===== src/rtl/mem_client_port_if.sv =====
// Handshake and bus signals between a client core, mem_client_port and one arbiter port.
// The slave view belongs to mem_client_port; the master view to whatever drives it.
interface mem_client_port_if;
    logic        req_valid;
    logic        req_ready;
    logic        req_write;
    logic [14:0] req_addr;
    logic [31:0] req_wdata;
    logic        resp_valid;
    logic        resp_ready;
    logic [31:0] resp_rdata;
    logic        resp_err;
    logic        mem_enable;
    logic        mem_readWrite;
    logic [14:0] mem_address;
    logic [31:0] mem_data;
    logic [31:0] mem_rdata;
    logic        mem_done;

    modport slave (
        input  req_valid, req_write, req_addr, req_wdata, resp_ready, mem_rdata, mem_done,
        output req_ready, resp_valid, resp_rdata, resp_err,
               mem_enable, mem_readWrite, mem_address, mem_data
    );

    modport master (
        output req_valid, req_write, req_addr, req_wdata, resp_ready, mem_rdata, mem_done,
        input  req_ready, resp_valid, resp_rdata, resp_err,
               mem_enable, mem_readWrite, mem_address, mem_data
    );
endinterface


===== src/rtl/mem_client_port.sv =====
// Per-client front-end for one SRAM arbiter port: FIFO-buffers word requests, issues one
// at a time, waits for done (with a watchdog) and returns data/status on a response channel.
module mem_client_port #(
    parameter int unsigned DEPTH   = 4,
    parameter int unsigned TIMEOUT = 255
) (
    input logic              clock,
    input logic              reset,
    mem_client_port_if.slave bus
);
    localparam int AW = $clog2(DEPTH);
    localparam int CW = AW + 1;

    typedef enum logic [2:0] {ST_IDLE, ST_ISSUE, ST_WAIT, ST_RESP, ST_DRAIN} state_t;

    typedef struct packed {
        logic        write;
        logic [14:0] addr;
        logic [31:0] wdata;
    } req_t;

    state_t      state_q, state_d;
    req_t        fifo_q [DEPTH];
    req_t        fifo_d [DEPTH];
    logic [AW-1:0] wr_ptr_q, wr_ptr_d;
    logic [AW-1:0] rd_ptr_q, rd_ptr_d;
    logic [CW-1:0] cnt_q, cnt_d;
    logic        req_ready_q, req_ready_d;
    logic [15:0] wdog_q, wdog_d;
    logic        mem_enable_q, mem_enable_d;
    logic        mem_readWrite_q, mem_readWrite_d;
    logic [14:0] mem_address_q, mem_address_d;
    logic [31:0] mem_data_q, mem_data_d;
    logic        resp_valid_q, resp_valid_d;
    logic [31:0] resp_rdata_q, resp_rdata_d;
    logic        resp_err_q, resp_err_d;
    logic        push;
    logic        pop;
    req_t        head;

    assign push = bus.req_valid && req_ready_q;
    assign head = fifo_q[rd_ptr_q];

    always_comb begin
        state_d         = state_q;
        fifo_d          = fifo_q;
        wr_ptr_d        = wr_ptr_q;
        rd_ptr_d        = rd_ptr_q;
        cnt_d           = cnt_q;
        wdog_d          = wdog_q;
        mem_enable_d    = mem_enable_q;
        mem_readWrite_d = mem_readWrite_q;
        mem_address_d   = mem_address_q;
        mem_data_d      = mem_data_q;
        resp_valid_d    = resp_valid_q;
        resp_rdata_d    = resp_rdata_q;
        resp_err_d      = resp_err_q;
        pop             = 1'b0;

        case (state_q)
            ST_IDLE: begin
                if (cnt_q != '0) begin
                    pop             = 1'b1;
                    mem_address_d   = head.addr;
                    mem_data_d      = head.write ? head.wdata : '0;
                    mem_readWrite_d = ~head.write;
                    state_d         = ST_ISSUE;
                end
            end
            ST_ISSUE: begin
                mem_enable_d = 1'b1;
                wdog_d       = '0;
                state_d      = ST_WAIT;
            end
            ST_WAIT: begin
                // done is checked first so it wins when it lands on the timeout cycle
                if (bus.mem_done) begin
                    resp_rdata_d = mem_readWrite_q ? bus.mem_rdata : '0;
                    resp_err_d   = 1'b0;
                    resp_valid_d = 1'b1;
                    mem_enable_d = 1'b0;
                    state_d      = ST_RESP;
                end else if (wdog_q == 16'(TIMEOUT)) begin
                    resp_rdata_d = '0;
                    resp_err_d   = 1'b1;
                    resp_valid_d = 1'b1;
                    mem_enable_d = 1'b0;
                    state_d      = ST_RESP;
                end else begin
                    wdog_d = wdog_q + 16'd1;
                end
            end
            ST_RESP: begin
                if (bus.resp_ready) begin
                    resp_valid_d = 1'b0;
                    state_d      = ST_DRAIN;
                end
            end
            ST_DRAIN: begin
                // arbiter done may linger; re-issuing under it would be taken as a second done
                if (!bus.mem_done) state_d = ST_IDLE;
            end
            default: begin
                mem_enable_d = 1'b0;
                state_d      = ST_IDLE;
            end
        endcase

        if (push) begin
            fifo_d[wr_ptr_q] = '{write: bus.req_write, addr: bus.req_addr, wdata: bus.req_wdata};
            wr_ptr_d         = wr_ptr_q + AW'(1);
        end
        if (pop) rd_ptr_d = rd_ptr_q + AW'(1);
        if (push && !pop)      cnt_d = cnt_q + CW'(1);
        else if (!push && pop) cnt_d = cnt_q - CW'(1);
        req_ready_d = (cnt_d != CW'(DEPTH));
    end

    always_ff @(posedge clock) begin
        if (!reset) begin
            state_q         <= ST_IDLE;
            fifo_q          <= '{default: '0};
            wr_ptr_q        <= '0;
            rd_ptr_q        <= '0;
            cnt_q           <= '0;
            req_ready_q     <= 1'b0;
            wdog_q          <= '0;
            mem_enable_q    <= 1'b0;
            mem_readWrite_q <= 1'b1;
            mem_address_q   <= '0;
            mem_data_q      <= '0;
            resp_valid_q    <= 1'b0;
            resp_rdata_q    <= '0;
            resp_err_q      <= 1'b0;
        end else begin
            state_q         <= state_d;
            fifo_q          <= fifo_d;
            wr_ptr_q        <= wr_ptr_d;
            rd_ptr_q        <= rd_ptr_d;
            cnt_q           <= cnt_d;
            req_ready_q     <= req_ready_d;
            wdog_q          <= wdog_d;
            mem_enable_q    <= mem_enable_d;
            mem_readWrite_q <= mem_readWrite_d;
            mem_address_q   <= mem_address_d;
            mem_data_q      <= mem_data_d;
            resp_valid_q    <= resp_valid_d;
            resp_rdata_q    <= resp_rdata_d;
            resp_err_q      <= resp_err_d;
        end
    end

    assign bus.req_ready     = req_ready_q;
    assign bus.mem_enable    = mem_enable_q;
    assign bus.mem_readWrite = mem_readWrite_q;
    assign bus.mem_address   = mem_address_q;
    assign bus.mem_data      = mem_data_q;
    assign bus.resp_valid    = resp_valid_q;
    assign bus.resp_rdata    = resp_rdata_q;
    assign bus.resp_err      = resp_err_q;
endmodule


===== src/flat_wrapper.sv =====
// flat-port wrapper written by rule: the top's interface ports become plain ports
module mem_client_port_flat 
#(
    parameter int unsigned DEPTH   = 4,
    parameter int unsigned TIMEOUT = 255
)
  (clock, reset, bus_req_valid, bus_req_write, bus_req_addr, bus_req_wdata, bus_resp_ready, bus_mem_rdata, bus_mem_done, bus_req_ready, bus_resp_valid, bus_resp_rdata, bus_resp_err, bus_mem_enable, bus_mem_readWrite, bus_mem_address, bus_mem_data);
  mem_client_port_if bus_i ();
  input logic clock;
  input logic reset;
  input wire logic [$bits(bus_i.req_valid)-1:0] bus_req_valid;
  input wire logic [$bits(bus_i.req_write)-1:0] bus_req_write;
  input wire logic [$bits(bus_i.req_addr)-1:0] bus_req_addr;
  input wire logic [$bits(bus_i.req_wdata)-1:0] bus_req_wdata;
  input wire logic [$bits(bus_i.resp_ready)-1:0] bus_resp_ready;
  input wire logic [$bits(bus_i.mem_rdata)-1:0] bus_mem_rdata;
  input wire logic [$bits(bus_i.mem_done)-1:0] bus_mem_done;
  output wire logic [$bits(bus_i.req_ready)-1:0] bus_req_ready;
  output wire logic [$bits(bus_i.resp_valid)-1:0] bus_resp_valid;
  output wire logic [$bits(bus_i.resp_rdata)-1:0] bus_resp_rdata;
  output wire logic [$bits(bus_i.resp_err)-1:0] bus_resp_err;
  output wire logic [$bits(bus_i.mem_enable)-1:0] bus_mem_enable;
  output wire logic [$bits(bus_i.mem_readWrite)-1:0] bus_mem_readWrite;
  output wire logic [$bits(bus_i.mem_address)-1:0] bus_mem_address;
  output wire logic [$bits(bus_i.mem_data)-1:0] bus_mem_data;
  assign bus_i.req_valid = bus_req_valid;
  assign bus_i.req_write = bus_req_write;
  assign bus_i.req_addr = bus_req_addr;
  assign bus_i.req_wdata = bus_req_wdata;
  assign bus_i.resp_ready = bus_resp_ready;
  assign bus_i.mem_rdata = bus_mem_rdata;
  assign bus_i.mem_done = bus_mem_done;
  assign bus_req_ready = bus_i.req_ready;
  assign bus_resp_valid = bus_i.resp_valid;
  assign bus_resp_rdata = bus_i.resp_rdata;
  assign bus_resp_err = bus_i.resp_err;
  assign bus_mem_enable = bus_i.mem_enable;
  assign bus_mem_readWrite = bus_i.mem_readWrite;
  assign bus_mem_address = bus_i.mem_address;
  assign bus_mem_data = bus_i.mem_data;
  mem_client_port #(.DEPTH(DEPTH), .TIMEOUT(TIMEOUT)) u_core (.clock(clock), .reset(reset), .bus(bus_i));
endmodule

===== config.mk =====
export PLATFORM = sky130hd
export DESIGN_NAME = mem_client_port_flat
export DESIGN_NICKNAME = d
export VERILOG_FILES = /design/src/rtl/mem_client_port_if.sv /design/src/rtl/mem_client_port.sv /design/src/flat_wrapper.sv
export SDC_FILE = /design/constraint.sdc
export NUM_CORES = 1
export LEC_CHECK = 0
export ABC_AREA = 1
export BUFFER_PORTS_ARGS = -buffer_cell sky130_fd_sc_hd__clkbuf_2
export CAP_MARGIN = 10
export CORE_UTILIZATION = 62
export DETAILED_ROUTE_END_ITERATION = 10
export PLACE_DENSITY = 0.85
export SLEW_MARGIN = 20
export SYNTH_ARGS = -nofsm -noshare
export SYNTH_HDL_FRONTEND = slang
export SYNTH_SLANG_ARGS = --single-unit

===== constraint.sdc =====
create_clock -name clock -period 4.15 [get_ports clock]
set_clock_uncertainty 0.2 [all_clocks]
set_input_delay 0.415 -clock clock [delete_from_list [all_inputs] [get_ports clock]]
set_output_delay 0.415 -clock clock [all_outputs]
set_load 0.01 [all_outputs]

==> flow_summary.yaml <==
synth:
  avgSynthCellArea_um2: 7.387
  synth-adder-area-share_pct: 0.7952
  yosys.area_share.simple_pct: 18.22
  syn-num-nets: 1797
  synth_top_area_share_pct: 48.03
  synth-edff-count: 0
  synthMuxAreaShare_pct: 0
  syn-cell-area_um2: 12590
  synth_compound_area_share_pct: 24.02
  synth-xor-area-share_pct: 0.3479
  yosys.cell_types.count: 32
  ys_top_cells_by_area: "dfxtp_1 48%, a21oi_1 14%, nand2_1 9.9%"
  ys_warn_count: 0
  synthCells: 1704
  ys_seq_area_share_pct: 48.03
  synth_top_family_by_area: "compound AO/OA/AOI/OAI gates"
  synth_top_cell_by_area: "dfxtp_1"
  ys.flop_type: "dfxtp_1"
  ys_seq_elements: 302
  async_flop_share_pct: 0
global_routing:
  grt_pass1_vias: 11770
  grt_overflow: 0
  antenna_found_initial: 1
  grt_pass1_wl_um: 56530
  grtUsageTotal_pct: 33.51
  grt_max_degree: 118
sta:
  hold_violations: 0
  final-max-slew-violation-count: 0
  fin_setup_tns_ps: 0
  fin_crit_ps: 2844
  setup_viol: 0
  timing.fmax_ghz: 0.3516
  relSlewSlack_pct: 24.88
  period_share_pct: 68.53
  rsz0062_at_grt: "no"
  tightest_slew_ps: 1127
  timing.final.ws_setup_ps: 1306
routing:
  routed_wl_um: 35050
  via_per_inst: 5.763
  vias: 12450
  firstDrtPassIters: 5
  remaining_drc_errors: 0
  drtIter0Drc: 1038
  routedWlPerCell_um: 16.23
  final_antenna_net_count: 0
setup_path:
  r2r_slack_ps: 1310
  critPathArrivalTime_ps: 3110
  crit_slowest_cell: "dfxtp_4"
  setup.worst_path.end_class: "flip-flop"
  critPathTopFamily: "compound AO/OA/AOI/OAI gates"
  cpPeakStageDelay_ps: 1030
  worstPathRequired_ps: 4420
  start_kind: "flip-flop"
  path_cells: "o21ai_0, a21oi_4, buf_4, nand2_1, a21oi_1"
  cp_max_fo: 113
  crit_buf_inv: 1
  crit_type: "flip-flop to flip-flop"
cells_and_area:
  final_layout_size_suffix_gt1_share_pct: 14.04
  stdcell_count: 2160
  nets: 1962
  syn_to_final_growth_pct: 20.03
clock_tree:
  htreeDepth: 1
  cts_made_buffers: 31
  insertion_delay_ps: 560
  clk_pin_slew_ps: 60
  ctsLongestPathBuffers: 3
  cts_tree: "yes"
  cts_setup_buffers: 0
  cts-root-buf: "clkbuf_16"
  cts.sinks: 302
hold_path:
  hold_class: "input pin to flip-flop"
power_and_ir_drop:
  seqPwrFrac_pct: 41.0
  vdd_drop_max_v: 0.0004487
  p_sw_uw: 2999
  power_frac_clock_pct: 32.2
  p_comb_share_pct: 26.9
  p_int_uw: 5566
  cellLeakagePower_uw: 0.005701
  swShare_pct: 35.02
  p_per_area_nw_per_um2: 566.9
die:
  io_pins: 169
  rows: 51
  chipHeight_um: 144.5
  initial_core_util_pct: 64.04
  die_w_um: 144.5
  dieArea_um2: 20880
  coreArea_um2: 19650
placed_design:
  place_inst: 2022
  dpl.hpwl_um: 18950
  pre_cts_slack_ps: 1403
  io_buffer_count: 168
  place_congestion: 0.9006
outcome:
  outcome: "finished clean"
flow_run:
  drv_cap: 0
area by class of cell:
| class | instances | area [um2] |
|---|---|---|
| diodes | 1 | 2.502 |
| clock buffers | 43 | 870.8 |
| clock inverters | 15 | 143.9 |
| fillers | 1419 | 4546 |
| inverters | 120 | 457.9 |
| multi-input cells | 1148 | 5477 |
| flip-flops and latches | 302 | 6051 |
| well taps | 265 | 331.6 |
| repair buffers | 266 | 1774 |
cell usage after synthesis, types with 4 or more instances:
library cell  instances
nand3_1             140
inv_2                 4
inv_1               114
a21oi_1             364
a31oi_1              15
o21ai_0             212
nand2_4               4
dfxtp_1             302
buf_1                16
clkbuf_1             71
nor2_1               46
buf_2                34
nand2_2               4
nand4_1               4
buf_6                 7
buf_4                 5
nand2_1             332
ha_1                  8
placed cells by master, fill, tap and decap left out, drive strengths merged:
master / n
o21ai: 212
nor2: 51
clkinvlp: 2
and3: 1
inv: 122
xnor2: 2
nand4: 4
o21bai: 1
nor3: 2
ha: 8
o211ai: 3
xor2: 3
dlygate4sd3: 79
nand3: 140
diode: 1
buf: 20
nor3b: 1
nand2: 340
dfxtp: 302
a31oi: 15
clkbuf: 210
clkinv: 9
bufinv: 2
a21oi: 365
logic make-up after synthesis:
logic type               after synthesis
XOR/XNOR                               5
buffers and inverters                254
adder cells (fa/ha/maj)                8
flip-flops                           302
AND/OR/NAND/NOR                      539
AO/OA/AOI/OAI                        596
flip-flops by register name, summed over array words and instances, names as in the netlist, 2 cells and up:
register and cells:
u_core.bus.mem_data 32, u_core.rd_ptr_q 2, u_core.wr_ptr_q 2, u_core.bus.mem_address 15, u_core.wdog_q 16, u_core.cnt_q 3, u_core.fifo_q 192, u_core.state_q 3
u_core.bus.resp_rdata 32
stage by stage:
step | util, % | hold slack (ps) | total power, uW | cell area, um2
after detailed placement | 67.64 | 244.0 | 5727 | 13290
final | 76.87 | 15.84 | 8565 | 15110
after global placement | 67.64 | 238.6 | 5652 | 13290
after floorplan | - | 229.2 | 5150 | 12590
after global routing | 76.87 | 0.08737 | 9000 | 15110
after CTS | 76.83 | 3.708 | 8509 | 15100
final timing paths:
check / from / to / depth (start not counted)
worst max-delay path: u_core.rd_ptr_q[0] / u_core.bus.mem_data[15] / 5
worst min-delay path: bus_req_wdata[27] / u_core.fifo_q[27] / 3
worst max register to register: u_core.rd_ptr_q[0] / u_core.bus.mem_data[15] / 5
worst min register to register: u_core.fifo_q[66] / u_core.fifo_q[66] / 2
tightest hold or removal path, stage by stage:
cell and delay [ps]:
clkbuf_2 140, nand3_1 100, a21oi_1 60
power groups by stage:
stage	Combinational, uW	Sequential [uW]	Clock [uW]
3_3_place_gp	2120	3540	0
2_1_floorplan	1670	3480	0
5_1_grt	2550	3540	2900
4_1_cts	2250	3490	2770
6_report	2300	3510	2760
3_5_place_dp	2170	3550	0
per-layer routing:
layer	GRT usage [%]	wire length (um)
met2	58.70	17150
met3	4.801	2618
met5	0	0
met4	12.80	995
met1	41.46	14280
what timing repair did:
item	CTS	global route
gates resized for setup	0	0
hold buffers	79	0
hold endpoints to repair	148	0
Note: power is estimated with default switching activity, not from simulation.
